**src/rtl/ysyx_22050612_lsu.sv**
```systemverilog
// Load/store unit: aligns byte/half/word/double accesses onto an NB-byte memory bus,
// splitting an access that straddles a bus word into two beats.
module ysyx_22050612_lsu #(
  parameter int DW = 64,
  parameter int AW = 64
) (
  input  logic            clk,
  input  logic            rst_n,
  input  logic            req_valid,
  output logic            req_ready,
  input  logic            req_wen,
  input  logic [1:0]      req_size,
  input  logic            req_unsigned,
  input  logic [AW-1:0]   req_addr,
  input  logic [DW-1:0]   req_wdata,
  output logic            resp_valid,
  output logic [DW-1:0]   resp_rdata,
  output logic            resp_err,
  output logic            mem_req_valid,
  input  logic            mem_req_ready,
  output logic            mem_req_wen,
  output logic [AW-1:0]   mem_req_addr,
  output logic [DW-1:0]   mem_req_wdata,
  output logic [DW/8-1:0] mem_req_wmask,
  input  logic            mem_resp_valid,
  input  logic [DW-1:0]   mem_resp_rdata
);

  localparam int NB = DW / 8;
  localparam int OW = $clog2(NB);
  localparam logic [AW-1:0] BEAT_STEP = AW'(NB);

  typedef enum logic [2:0] {
    IDLE  = 3'd0,
    REQ0  = 3'd1,
    WAIT0 = 3'd2,
    REQ1  = 3'd3,
    WAIT1 = 3'd4,
    DONE  = 3'd5
  } state_e;

  state_e          state_q, state_d;
  logic            rq_wen_q, rq_wen_d;
  logic [1:0]      rq_size_q, rq_size_d;
  logic            rq_uns_q, rq_uns_d;
  logic [AW-1:0]   rq_addr_q, rq_addr_d;
  logic [DW-1:0]   rq_wdata_q, rq_wdata_d;
  logic [DW-1:0]   beat0_q, beat0_d;
  logic [DW-1:0]   beat1_q, beat1_d;

  logic            ready_q, ready_d;
  logic            mreq_valid_q, mreq_valid_d;
  logic            mreq_wen_q, mreq_wen_d;
  logic [AW-1:0]   mreq_addr_q, mreq_addr_d;
  logic [DW-1:0]   mreq_wdata_q, mreq_wdata_d;
  logic [NB-1:0]   mreq_wmask_q, mreq_wmask_d;
  logic            resp_valid_q, resp_valid_d;
  logic [DW-1:0]   resp_rdata_q, resp_rdata_d;
  logic            resp_err_q, resp_err_d;

  logic [2*NB-1:0] mask_wide;
  logic [2*DW-1:0] data_wide;
  logic            beat_hi;

  function automatic logic [3:0] byte_len(input logic [1:0] size);
    return 4'd1 << size;
  endfunction

  function automatic logic is_illegal(input logic [1:0] size);
    return (DW == 32) && (size == 2'd3);
  endfunction

  function automatic logic is_split(input logic [OW-1:0] off, input logic [1:0] size);
    logic [4:0] last;
    last = 5'(off) + 5'(byte_len(size));
    return last > 5'(NB);
  endfunction

  function automatic logic [2*NB-1:0] store_mask(input logic [1:0] size, input logic [OW-1:0] off);
    return (~({(2*NB){1'b1}} << byte_len(size))) << off;
  endfunction

  function automatic logic [2*DW-1:0] store_data(input logic [DW-1:0] wdata, input logic [OW-1:0] off);
    return {{DW{1'b0}}, wdata} << {off, 3'b000};
  endfunction

  // keep = low 8*len bits; keep ^ (keep >> 1) isolates the sign bit of the loaded value
  function automatic logic [DW-1:0] load_ext(input logic [2*DW-1:0] cat, input logic [OW-1:0] off,
                                             input logic [1:0] size, input logic uns);
    logic [DW-1:0] raw;
    logic [DW-1:0] keep;
    logic [6:0]    nbits;
    logic          sign;
    raw   = DW'(cat >> {off, 3'b000});
    nbits = 7'd8 << size;
    keep  = ~({DW{1'b1}} << nbits);
    sign  = |(raw & (keep ^ (keep >> 1)));
    return (raw & keep) | ((!uns && sign) ? ~keep : {DW{1'b0}});
  endfunction

  // Next-state and request/beat capture
  always_comb begin
    state_d    = state_q;
    rq_wen_d   = rq_wen_q;
    rq_size_d  = rq_size_q;
    rq_uns_d   = rq_uns_q;
    rq_addr_d  = rq_addr_q;
    rq_wdata_d = rq_wdata_q;
    beat0_d    = beat0_q;
    beat1_d    = beat1_q;
    case (state_q)
      IDLE: begin
        if (req_valid) begin
          rq_wen_d   = req_wen;
          rq_size_d  = req_size;
          rq_uns_d   = req_unsigned;
          rq_addr_d  = req_addr;
          rq_wdata_d = req_wdata;
          state_d    = is_illegal(req_size) ? DONE : REQ0;
        end else begin
          state_d = IDLE;
        end
      end
      REQ0: state_d = mem_req_ready ? WAIT0 : REQ0;
      WAIT0: begin
        if (mem_resp_valid) begin
          beat0_d = mem_resp_rdata;
          state_d = is_split(rq_addr_q[OW-1:0], rq_size_q) ? REQ1 : DONE;
        end else begin
          state_d = WAIT0;
        end
      end
      REQ1: state_d = mem_req_ready ? WAIT1 : REQ1;
      WAIT1: begin
        if (mem_resp_valid) begin
          beat1_d = mem_resp_rdata;
          state_d = DONE;
        end else begin
          state_d = WAIT1;
        end
      end
      DONE:    state_d = IDLE;
      default: state_d = IDLE;
    endcase
  end

  // Outputs are computed from next state so every port comes straight from a flop
  always_comb begin
    mask_wide    = store_mask(rq_size_d, rq_addr_d[OW-1:0]);
    data_wide    = store_data(rq_wdata_d, rq_addr_d[OW-1:0]);
    beat_hi      = (state_d == REQ1);
    ready_d      = (state_d == IDLE);
    mreq_valid_d = (state_d == REQ0) || (state_d == REQ1);
    mreq_wen_d   = mreq_valid_d && rq_wen_d;
    mreq_addr_d  = {AW{1'b0}};
    mreq_wmask_d = {NB{1'b0}};
    mreq_wdata_d = {DW{1'b0}};
    resp_rdata_d = {DW{1'b0}};
    if (mreq_valid_d) begin
      mreq_addr_d = {rq_addr_d[AW-1:OW], {OW{1'b0}}} + (beat_hi ? BEAT_STEP : {AW{1'b0}});
    end else begin
      mreq_addr_d = {AW{1'b0}};
    end
    if (mreq_wen_d) begin
      mreq_wmask_d = beat_hi ? mask_wide[2*NB-1:NB] : mask_wide[NB-1:0];
      mreq_wdata_d = beat_hi ? data_wide[2*DW-1:DW] : data_wide[DW-1:0];
    end else begin
      mreq_wmask_d = {NB{1'b0}};
      mreq_wdata_d = {DW{1'b0}};
    end
    resp_valid_d = (state_d == DONE);
    resp_err_d   = resp_valid_d && is_illegal(rq_size_d);
    if (resp_valid_d && !resp_err_d && !rq_wen_d) begin
      resp_rdata_d = load_ext({beat1_d, beat0_d}, rq_addr_d[OW-1:0], rq_size_d, rq_uns_d);
    end else begin
      resp_rdata_d = {DW{1'b0}};
    end
  end

  // State, request fields, beats and registered outputs
  always_ff @(posedge clk) begin
    if (!rst_n) begin
      state_q      <= IDLE;
      rq_wen_q     <= 1'b0;
      rq_size_q    <= 2'd0;
      rq_uns_q     <= 1'b0;
      rq_addr_q    <= {AW{1'b0}};
      rq_wdata_q   <= {DW{1'b0}};
      beat0_q      <= {DW{1'b0}};
      beat1_q      <= {DW{1'b0}};
      ready_q      <= 1'b1;
      mreq_valid_q <= 1'b0;
      mreq_wen_q   <= 1'b0;
      mreq_addr_q  <= {AW{1'b0}};
      mreq_wdata_q <= {DW{1'b0}};
      mreq_wmask_q <= {NB{1'b0}};
      resp_valid_q <= 1'b0;
      resp_rdata_q <= {DW{1'b0}};
      resp_err_q   <= 1'b0;
    end else begin
      state_q      <= state_d;
      rq_wen_q     <= rq_wen_d;
      rq_size_q    <= rq_size_d;
      rq_uns_q     <= rq_uns_d;
      rq_addr_q    <= rq_addr_d;
      rq_wdata_q   <= rq_wdata_d;
      beat0_q      <= beat0_d;
      beat1_q      <= beat1_d;
      ready_q      <= ready_d;
      mreq_valid_q <= mreq_valid_d;
      mreq_wen_q   <= mreq_wen_d;
      mreq_addr_q  <= mreq_addr_d;
      mreq_wdata_q <= mreq_wdata_d;
      mreq_wmask_q <= mreq_wmask_d;
      resp_valid_q <= resp_valid_d;
      resp_rdata_q <= resp_rdata_d;
      resp_err_q   <= resp_err_d;
    end
  end

  assign req_ready     = ready_q;
  assign mem_req_valid = mreq_valid_q;
  assign mem_req_wen   = mreq_wen_q;
  assign mem_req_addr  = mreq_addr_q;
  assign mem_req_wdata = mreq_wdata_q;
  assign mem_req_wmask = mreq_wmask_q;
  assign resp_valid    = resp_valid_q;
  assign resp_rdata    = resp_rdata_q;
  assign resp_err      = resp_err_q;

endmodule

```
**config.mk**
```make
export PLATFORM = sky130hd
export DESIGN_NAME = ysyx_22050612_lsu
export DESIGN_NICKNAME = d
export VERILOG_FILES = /design/src/rtl/ysyx_22050612_lsu.sv
export SDC_FILE = /design/constraint.sdc
export NUM_CORES = 1
export LEC_CHECK = 0
export ABC_AREA = 1
export BUFFER_PORTS_ARGS = -buffer_cell sky130_fd_sc_hd__buf_2
export CAP_MARGIN = 20
export CORE_MARGIN = 2
export CORE_UTILIZATION = 60
export CTS_CLUSTER_DIAMETER = 100
export CTS_CLUSTER_SIZE = 20
export DETAILED_ROUTE_END_ITERATION = 10
export HOLD_SLACK_MARGIN = 0.08
export PLACE_DENSITY = 0.84
export SLEW_MARGIN = 5
export SYNTH_ARGS = -nofsm -noshare
export SYNTH_HDL_FRONTEND = slang
export SYNTH_SLANG_ARGS = --single-unit
```
**constraint.sdc**
```tcl
create_clock -name clk -period 5.3 [get_ports clk]
set_input_delay 0.53 -clock clk [delete_from_list [all_inputs] [get_ports clk]]
set_output_delay 0.53 -clock clk [all_outputs]
set_load 0.005 [all_outputs]
```
# ---- Word level (Yosys, flattened, before mapping)
# Index checks and enable logic that the tools add are counted.
dict set report word_totals {
  register_bits 467
  latch_bits 0
  mem_bits_rw 0
  rom_bits 0
  inputBits 201
  output_inout_bits 205
  mem_count 0
}
dict set report classes {
  addsub 2
  mul 0
  div 0
  order_cmp 1
  n_eq_ne 7
  shifts 8
  n_mux 25
  bitwise_logic 7
  n_reduce_logical 12
}
# cell n
set ops {}
lappend ops {{two-way mux 64 bit} 10}
lappend ops {{AND 64 bit} 2}
lappend ops {{inverter 64 bit} 2}
lappend ops {{left shift 64 x 6 -> 128 bit} 1}
lappend ops {{right shift 128 x 6 -> 64 bit} 1}
lappend ops {{adder 64 x 4 -> 64 bit} 1}
lappend ops {{bitwise OR 64 bit} 1}
lappend ops {{OR reduction 64 bit} 1}
lappend ops {{left shift 64 x 7 -> 64 bit (first input constant)} 1}
lappend ops {{bitwise XOR 64 x 63 -> 64 bit} 1}
lappend ops {{inverter 16 bit} 1}
lappend ops {{left shift 16 x 3 -> 16 bit} 1}
lappend ops {{left shift 16 x 4 -> 16 bit (first input constant)} 1}
lappend ops {{case mux 3 bit (5 select lines)} 1}
lappend ops {{== test 3 x 2 -> 1 bit (second input constant)} 3}
lappend ops {{two-way mux 3 bit} 3}
lappend ops {{two-way mux 8 bit} 1}
lappend ops {{left shift 1 x 2 -> 4 bit (first input constant)} 2}
lappend ops {{left shift 4 x 2 -> 7 bit (first input constant)} 1}
lappend ops {{== test 3 x 1 -> 1 bit (second input constant)} 2}
lappend ops {{== test 3 bit (second input constant)} 2}
lappend ops {{zero test 3 bit} 2}
lappend ops {{two-way mux 1 bit} 6}
lappend ops {{two-way mux 2 bit} 3}
lappend ops {{other kinds (7)} 12}

# ---- Depth between registers and ports, before layout
# Gate-level depths: netlist of run 1.
dict set report depth {
  ltp_word 11
  ltp_mapped 24
  depth_no_buf 23
}

# ---- Worst setup path before layout of run 1
# Ideal clock, no wire load.
dict set report synth_timing {
  path_type {register -> register}
  startpoint {register rq_size_q[1]}
  endpoint {register mreq_addr_q[59] (netlist: mem_req_addr[59])}
  arrival_time_ns 3.312
  t_required_ns 5.230
  path_slack_ns 1.918
  stages_incl_launch_ff 24
  n_path_buf 1
  period_less_slack_ns 3.382
  cell_sequence {dfxtp_1 > nor2_1 > ha_1 > inv_1 > fa_1 > inv_1 > o31ai_1 > nand3_1 > nand2_1 > nand2_1 > nand2_2 > clkinv_1 > clkbuf_1 > ha_1 > ha_1 > nand2_1 > inv_2 > nand2_1 > inv_1 > nand2_1 > clkinv_1 > nand2_1 > nand2_1 > a21oi_1}
}
dict set report synth_between {
  elab_chain_cells 9
  elab_cells_between_ends 12
  classes_between {add/sub: 2; order compare: 1; eq/ne: 2; shift: 1; mux: 4; reduce/logical: 2}
}
# item line
set synth_rtl {}
lappend synth_rtl {{start: declaration} 44} ;# logic [1:0] rq_size_q, rq_size_d;
lappend synth_rtl {{start signal: assignment} 203} ;# rq_size_q <= rq_size_d;
lappend synth_rtl {{left shift 1 x 2 -> 4 bit *} 66} ;# return 4'd1 << size;
lappend synth_rtl {{adder 3 x 4 -> 5 bit *} 75} ;# last = 5'(off) + 5'(byte_len(size));
lappend synth_rtl {{> comparator 5 x 4 -> 1 bit *} 76} ;# return last > 5'(NB);
lappend synth_rtl {{two-way mux 3 bit *} 128} ;# state_d = is_split(rq_addr_q[OW-1:0], rq_size_q) ? REQ1 : DONE;
lappend synth_rtl {{two-way mux 3 bit *} 126} ;# if (mem_resp_valid) begin
lappend synth_rtl {{case mux 3 bit (5 select lines) *} 111} ;# case (state_q)
lappend synth_rtl {{== test 3 x 2 -> 1 bit or == test 3 x 1 -> 1 bit (tied branches)} {151, 153}}
lappend synth_rtl {{two-way mux 4 bit or logical OR 1 bit (tied branches)} {160, 153}}
lappend synth_rtl {{adder 64 x 4 -> 64 bit or AND reduction 2 bit (tied branches)} -}
lappend synth_rtl {{end signal: assignment} 194} ;# mreq_addr_q <= {AW{1'b0}};
lappend synth_rtl {{end signal: assignment} 212} ;# mreq_addr_q <= mreq_addr_d;
lappend synth_rtl {{end: declaration} 54} ;# logic [AW-1:0] mreq_addr_q, mreq_addr_d;
# Mark *: on every way between the ends. The rest lies on a longest branch, timed or not.
# A chain may end at the register's enable or synchronous reset.

# ---- Worst setup path in the final report of run 1
dict set report layout_timing {
  startpoint {register state_q[1]}
  endpoint {register mreq_wmask_q[7] (netlist: mem_req_wmask[7])}
}
dict set report layout_between {
  elab_chain_cells 7
  elab_cells_between_ends 19
  classes_between {eq/ne: 6; shift: 3; mux: 5; bitwise: 1; reduce/logical: 4}
}
# item line
set layout_rtl {}
lappend layout_rtl {{start: declaration} 42} ;# state_e state_q, state_d;
lappend layout_rtl {{start signal: assignment} 201} ;# state_q <= state_d;
lappend layout_rtl {{zero test 3 bit} 111}
lappend layout_rtl {{two-way mux 2 bit} 111}
lappend layout_rtl {{left shift 1 x 2 -> 4 bit} 66}
lappend layout_rtl {{left shift 16 x 4 -> 16 bit} 80} ;# return (~({(2*NB){1'b1}} << byte_len(size))) << off;
lappend layout_rtl {{inverter 16 bit} 80}
lappend layout_rtl {{left shift 16 x 3 -> 16 bit} 80}
lappend layout_rtl {{two-way mux 8 bit} 165} ;# mreq_wmask_d = beat_hi ? mask_wide[2*NB-1:NB] : mask_wide[NB-1:0];
lappend layout_rtl {{end signal: assignment} 196} ;# mreq_wmask_q <= {NB{1'b0}};
lappend layout_rtl {{end signal: assignment} 214} ;# mreq_wmask_q <= mreq_wmask_d;
lappend layout_rtl {{end: declaration} 56} ;# logic [NB-1:0] mreq_wmask_q, mreq_wmask_d;
# Several ways; a longest one is shown, not always the timed one.

==> results.toml, run 1 <==
[run_status]
outcome = "finished clean"

[routing]
wire_per_inst_um = 18.4
dr.pass1.iters = 7
vias_per_cell = 5.60
antenna_left = 0
vias = 24300
drt_iter0_drc = 2633
routed_wl_um = 79700
drc = 0

[placed_design]
io_buffers = 401
hpwl_um = 58500
gp_congestion = 1.03
place_ws_ns = 1.21

[clocking]
clkTransAtPathRegs_ns = 0.09
clk_path_buf_depth = 3
ctsHoldBuffers = 0
clockRootBuffer = "clkbuf_16"
cts_tree = "yes"
htreeDepth = 1
cts_buffers = 26
postCtsSetupBuffers = 0
clkSinkCount = 456
post_cts_resize_count = 0
worstSkewPairLatency_ns = 0.60

[synth]
yosysSeqAreaShare_pct = 39.2
synth_edf_count = 0
syn_area_um2 = 23300
ys_seq_elements = 456
synth_flop_cell = "dfxtp_1"
yosys_warnings = 0
netlist_instances = 3582
avgSynthCellArea_um2 = 6.50
async_flop_share_pct = 0
ys_types = 52

[floorplan]
chipWidth_um = 201
die_y_um = 201
initial_core_util_pct = 60.5
rows = 72
die_area_um2 = 40400
core-area_um2 = 38500
ios = 406

[global_routing]
grt_start_max_net_pins = 115
overflow = 0
antenna_found_initial = 10
track_usage_pct = 38.1
grt_pass1_vias = 21800
grt_first_pass_wirelength_um = 121000

[power_and_ir_drop]
power.total_mw = 8.07
leakagePower_nw = 12.1
vdd_drop_max_uv = 256
p_per_area_nw_per_um2 = 313

[flow_run]
drv_cap = 0

[setup_path]
worstSetupStartpoint = "state_q[1]$_SDFF_PN0_"
crit_arrival_ns = 4.66
critPathLaunchType = "flip-flop"
crit_type = "reg2reg"
path_max_fanout = 114
endpoint_kind = "flip-flop"
worstReg2RegStart = "state_q[1]$_SDFF_PN0_"
critical_path_required_ns = 5.71

[sta]
clock_skew_ns = 0.0366
tightest_slew_ns = 1.10
max_freq_mhz = 235
fin_crit_sh_pct = 80.3
setup_slack_ns = 1.04
setup_viol = 0
setup_tns_ns = 0
finalHoldViolCount = 0
rsz0062_at_grt = "false"
min_period_ns = 4.26
relSlewSlack_pct = 26.7
slew_viol_final = 0

[layout]
utilization_pct = 67.1
area.growth.synth_to_final_pct = 10.9
drive_above_1_share_pct = 15.2
nFillCells = 3611
fin_nets = 4019

[worst_hold_path]
hold_class = "in2reg"
min-delay-start = "req_wdata[28]"
==> critical path: stages, from the launching register on <==
cell and delay, ns:
dfxtp_1 0.47, nor2_4 0.44, nand2_8 0.53, o21ai_4 0.76, nand2_2 0.24, inv_1 0.11
ha_1 0.20, clkinv_1 0.32, o21ai_0 0.40, nand2_1 0.09, o21ai_0 0.14, o21ai_0 0.14
nand2_1 0.11, a21oi_1 0.08
==> layer usage <==
layer	up-vias	global-route usage [%]	part of all wire, %
met5	-	0	0.025
met3	282	5.31	8.4
li1	11800	-	-
met1	11000	47.0	38
met4	2	27.0	7.8
met2	1176	61.6	45
==> synth_stat cells, types with 8 or more instances <==
| master | instances | area, um2 |
|---|---|---|
| nand2_1 | 957 | 3590 |
| dfxtp_1 | 456 | 9130 |
| nor2_1 | 440 | 1650 |
| o21ai_0 | 404 | 2020 |
| inv_1 | 323 | 1210 |
| a21oi_1 | 261 | 1310 |
| nand3_1 | 163 | 816 |
| clkbuf_1 | 113 | 424 |
| buf_2 | 63 | 315 |
| o21ai_1 | 58 | 290 |
| or2_2 | 44 | 275 |
| nand4_1 | 31 | 194 |
| buf_1 | 26 | 97.6 |
| and2_1 | 22 | 138 |
| mux2i_1 | 19 | 190 |
| o21ai_2 | 19 | 166 |
| o211ai_1 | 17 | 128 |
| nor2_2 | 16 | 100 |
| o21a_1 | 16 | 120 |
| buf_6 | 15 | 169 |
| nor3_1 | 12 | 60.1 |
| buf_4 | 10 | 75.1 |
| inv_2 | 10 | 37.5 |
| xor2_1 | 8 | 70.1 |
==> cells in the final DEF, fill, tap and decap left out, types with 8 or more instances in the layout <==
cell,n
mux2i_1,19
nor2_2,17
o21a_1,16
buf_4,23
nor2_1,439
nor3_1,12
o21ai_2,17
nand4_1,31
o211ai_1,17
and2_1,22
buf_2,401
dfxtp_1,456
inv_1,322
nand2_1,952
inv_2,11
nand2_2,8
o21ai_1,58
xor2_1,8
o21ai_0,404
or2_2,44
a21oi_1,261
clkbuf_16,26
nand3_1,163
diode_2,10
==> kinds of logic after synthesis <==
| kind of cell | count (synthesis) | share of synthesized area [%] |
|---|---|---|
| simple gates | 1722 | 30.7 |
| compound gates | 797 | 18.0 |
| buf+inv | 569 | 10.3 |
| flops | 456 | 39.2 |
| mux | 20 | 0.876 |
| xor+xnor | 9 | 0.339 |
| fa+ha+maj | 8 | 0.462 |
| other cells | 1 | 0.0161 |
==> report_power, final <==
group          internal [mW]  switching, mW  total (mW)
Combinational          0.669           1.67        2.34
Clock                  0.926           1.14        2.06
Sequential              3.61         0.0615        3.67
Total                   5.21           2.87        8.07
==> through the flow <==
stage          instance area (um2)  cells  hold WS [ns]
2_1_floorplan                23300   3585         0.442
3_3_place_gp                 25100   4298         0.455
3_5_place_dp                 25100   4298         0.462
4_1_cts                      25800   4326         0.189
5_1_grt                      25800   4337         0.217
6_report                     25800   4338         0.202
==> sequential cells by signal (all words and copies together) (netlist names) <==
| register | flops |
|---|---|
| resp_rdata | 64 |
| mem_req_valid | 1 |
| beat0_q | 64 |
| rq_wen_q | 1 |
| mem_req_addr | 61 |
| beat1_q | 56 |
| rq_wdata_q | 64 |
| mem_req_wmask | 8 |
| resp_valid | 1 |
| req_ready | 1 |
| rq_size_q | 2 |
| rq_uns_q | 1 |
| mem_req_wdata | 64 |
| state_q | 3 |
| mem_req_wen | 1 |
| rq_addr_q | 64 |
==> worst paths after layout <==
check	to	slack [ns]	depth (start not counted)
min	rq_wdata_q[28]$_SDFF_PN0_	0.20	3
max reg2reg	mem_req_wmask[7]$_SDFF_PN0_	1.04	13
min reg2reg	rq_wdata_q[31]$_SDFF_PN0_	0.47	2
max	mem_req_wmask[7]$_SDFF_PN0_	1.04	13
==> cell type report <==
cell class | count | area, um2 | share of cell area (%)
Sequential cell | 456 | 9130 | 35.4
Multi-Input combinational cell | 2560 | 11800 | 45.7
Clock inverter | 2 | 46.3 | 0.179
Timing Repair Buffer | 427 | 2230 | 8.66
Clock buffer | 26 | 651 | 2.52
Antenna cell | 10 | 25.0 | 0.0970
Tap cell | 518 | 648 | 2.51
Inverter | 339 | 1280 | 4.95
Power figures use the tool's default switching activity.
==> inputs of run 2 (changes only) <==
Settings changed: CORE_UTILIZATION 60 to 51, PLACE_DENSITY 0.84 to 0.76.
Clock period 5.3 ns to 3.6 ns, I/O delays scaled along.
==> results.toml, run 2 (same netlist as run 1, synthesis figures left out) <==
[clocking]
cts_tree = "yes"
clkTransAtPathRegs_ns = 0.09
clockRootBuffer = "clkbuf_16"
htreeDepth = 1
cts_buffers = 27
clk_path_buf_depth = 3
clkSinkCount = 456
worstSkewPairLatency_ns = 0.60

[floorplan]
die_area_um2 = 47400
die_y_um = 218
rows = 78
initial_core_util_pct = 51.5
ios = 406
core-area_um2 = 45200
chipWidth_um = 218

[placed_design]
placed_cell_area_um2 = 25600
gp_congestion = 1.01
io_buffers = 401
hpwl_um = 62400

[sta]
fin_crit_sh_pct = 93.0
whs_ns = 0.0811
slew_viol_final = 0
setup_viol = 0
finalHoldViolCount = 0
rsz0062_at_grt = "true"
relSlewSlack_pct = 34.4
clock_skew_ns = 0.0196
min_period_ns = 3.35
max_freq_mhz = 299
tightest_slew_ns = 0.984
setup_tns_ns = 0

[power_and_ir_drop]
p_per_area_nw_per_um2 = 457
vdd_drop_max_uv = 326
power.total_mw = 12.2
leakagePower_nw = 12.5

[global_routing]
grt_first_pass_wirelength_um = 126000
grt_pass1_vias = 22200
antenna_found_initial = 15
grt_start_max_net_pins = 135
track_usage_pct = 34.3
overflow = 0

[layout]
area.growth.synth_to_final_pct = 14.6
utilization_pct = 59.0
regArea_um2 = 9130
final_area_um2 = 26700
mostFrequentLayoutCell = "nand2_1"
drive_above_1_share_pct = 16.1
most-common-layout-cells = "951 x nand2_1, 456 x dfxtp_1, 439 x nor2_1"
multi_input_area_um2 = 11800
nFillCells = 4454
fin_nets = 4089

[setup_path]
crit_arrival_ns = 3.87
crit_type = "reg2reg"
endpoint_kind = "flip-flop"
path_max_fanout = 7
critical_path_required_ns = 4.12
max_stage_delay_ns = 0.47
path_buf_inv = 6
slowest_stage = "fa_1"
cp_common_cell = "nand2_1"
cp_top_family = "adder cells"
critPathLaunchType = "flip-flop"
worstPathCellList = "nor2_1 -> ha_1 -> inv_1 -> fa_1 -> inv_1 -> o31ai_2 -> nand3_1 -> nand2_1 -> nand2_1 -> nand2_2 -> clkinv_1 -> ha_1 -> ha_1 -> nand2_2 -> inv_2 -> nand2_1 -> inv_1 -> nand2_1 -> clkinv_1 -> nand2_1 -> nand2_1 -> a21oi_1"

[routing]
dr.pass1.iters = 9
drc = 0
vias_per_cell = 5.42
antenna_left = 0
wire_per_inst_um = 18.6
drt_iter0_drc = 2585
vias = 24400
routed_wl_um = 83500

[run_status]
outcome = "finished clean"

[flow_run]
drv_cap = 0

[worst_hold_path]
hold_class = "in2reg"
==> run 2: cell count changes in the layout (fill, tap and decap cells not counted), moves of 2 or more <==
cell           previous run  this run
dlygate4sd3_1             0        30
inv_8                     0         2
diode_2                  10        14
buf_4                    23        53
buf_12                    1        12
==> run 2: worst register-to-register path, stage by stage (launching register included) <==
cell and delay, ns:
dfxtp_1 0.36, nor2_1 0.12, ha_1 0.17, inv_1 0.05, fa_1 0.47, inv_1 0.05, o31ai_2 0.27, nand3_1 0.10
nand2_1 0.10, nand2_1 0.07, nand2_2 0.07, clkinv_1 0.08, ha_1 0.24, ha_1 0.23, nand2_2 0.11, inv_2 0.07
nand2_1 0.13, inv_1 0.12, nand2_1 0.11, clkinv_1 0.09, nand2_1 0.07, nand2_1 0.05, a21oi_1 0.13
==> run 2: final timing paths <==
kind / cells after the start / slack [ns] / end / startpoint
worst max register to register: 22 / 0.25 / mem_req_addr[59]$_SDFF_PN0_ / rq_size_q[1]$_SDFF_PN0_
worst min register to register: 2 / 0.48 / rq_wdata_q[25]$_SDFF_PN0_ / rq_wdata_q[25]$_SDFF_PN0_
worst min-delay path: 3 / 0.08 / beat0_q[5]$_SDFF_PN0_ / mem_resp_rdata[5]
worst max-delay path: 22 / 0.25 / mem_req_addr[59]$_SDFF_PN0_ / rq_size_q[1]$_SDFF_PN0_
==> run 2: timing repair <==
item                                    CTS  global route
endpoints found under the setup margin    0             7
hold buffers                             30             0
gates resized for setup                   0             3
buffers inserted                          0             0
hold endpoints to repair                 32             0
==> run 2: report_power, final <==
part / internal (mW) / switching, mW
registers: 5.31 / 0.0969
clock network: 1.37 / 1.76
logic: 1.10 / 2.55
==> run 2: per-stage QoR <==
step / setup WS [ns] / cells
after floorplan: 0.218 / 3585
after global placement: 0.296 / 4421
after detailed placement: 0.252 / 4421
after CTS: 0.206 / 4482
after global routing: -0.0497 / 4494
final: 0.251 / 4496
==> run 2: layout make-up <==
cell class / count / share of cell area [%]
multi-input cells: 2560 / 44.3
flip-flops and latches: 456 / 34.2
repair buffers: 496 / 11.0
inverters: 339 / 4.80
well taps: 600 / 2.81
clock buffers: 28 / 2.58
diodes: 14 / 0.131
clock inverters: 3 / 0.108
==> run 2: routing by layer <==
metal  up-vias  track usage, %  share of wire [%]
met4         2            18.5                5.5
met1     11100            42.9                 40
met2      1102            58.2                 47
li1      12000               -                  -
met3       194            3.44                7.5
met5         -               0              0.016
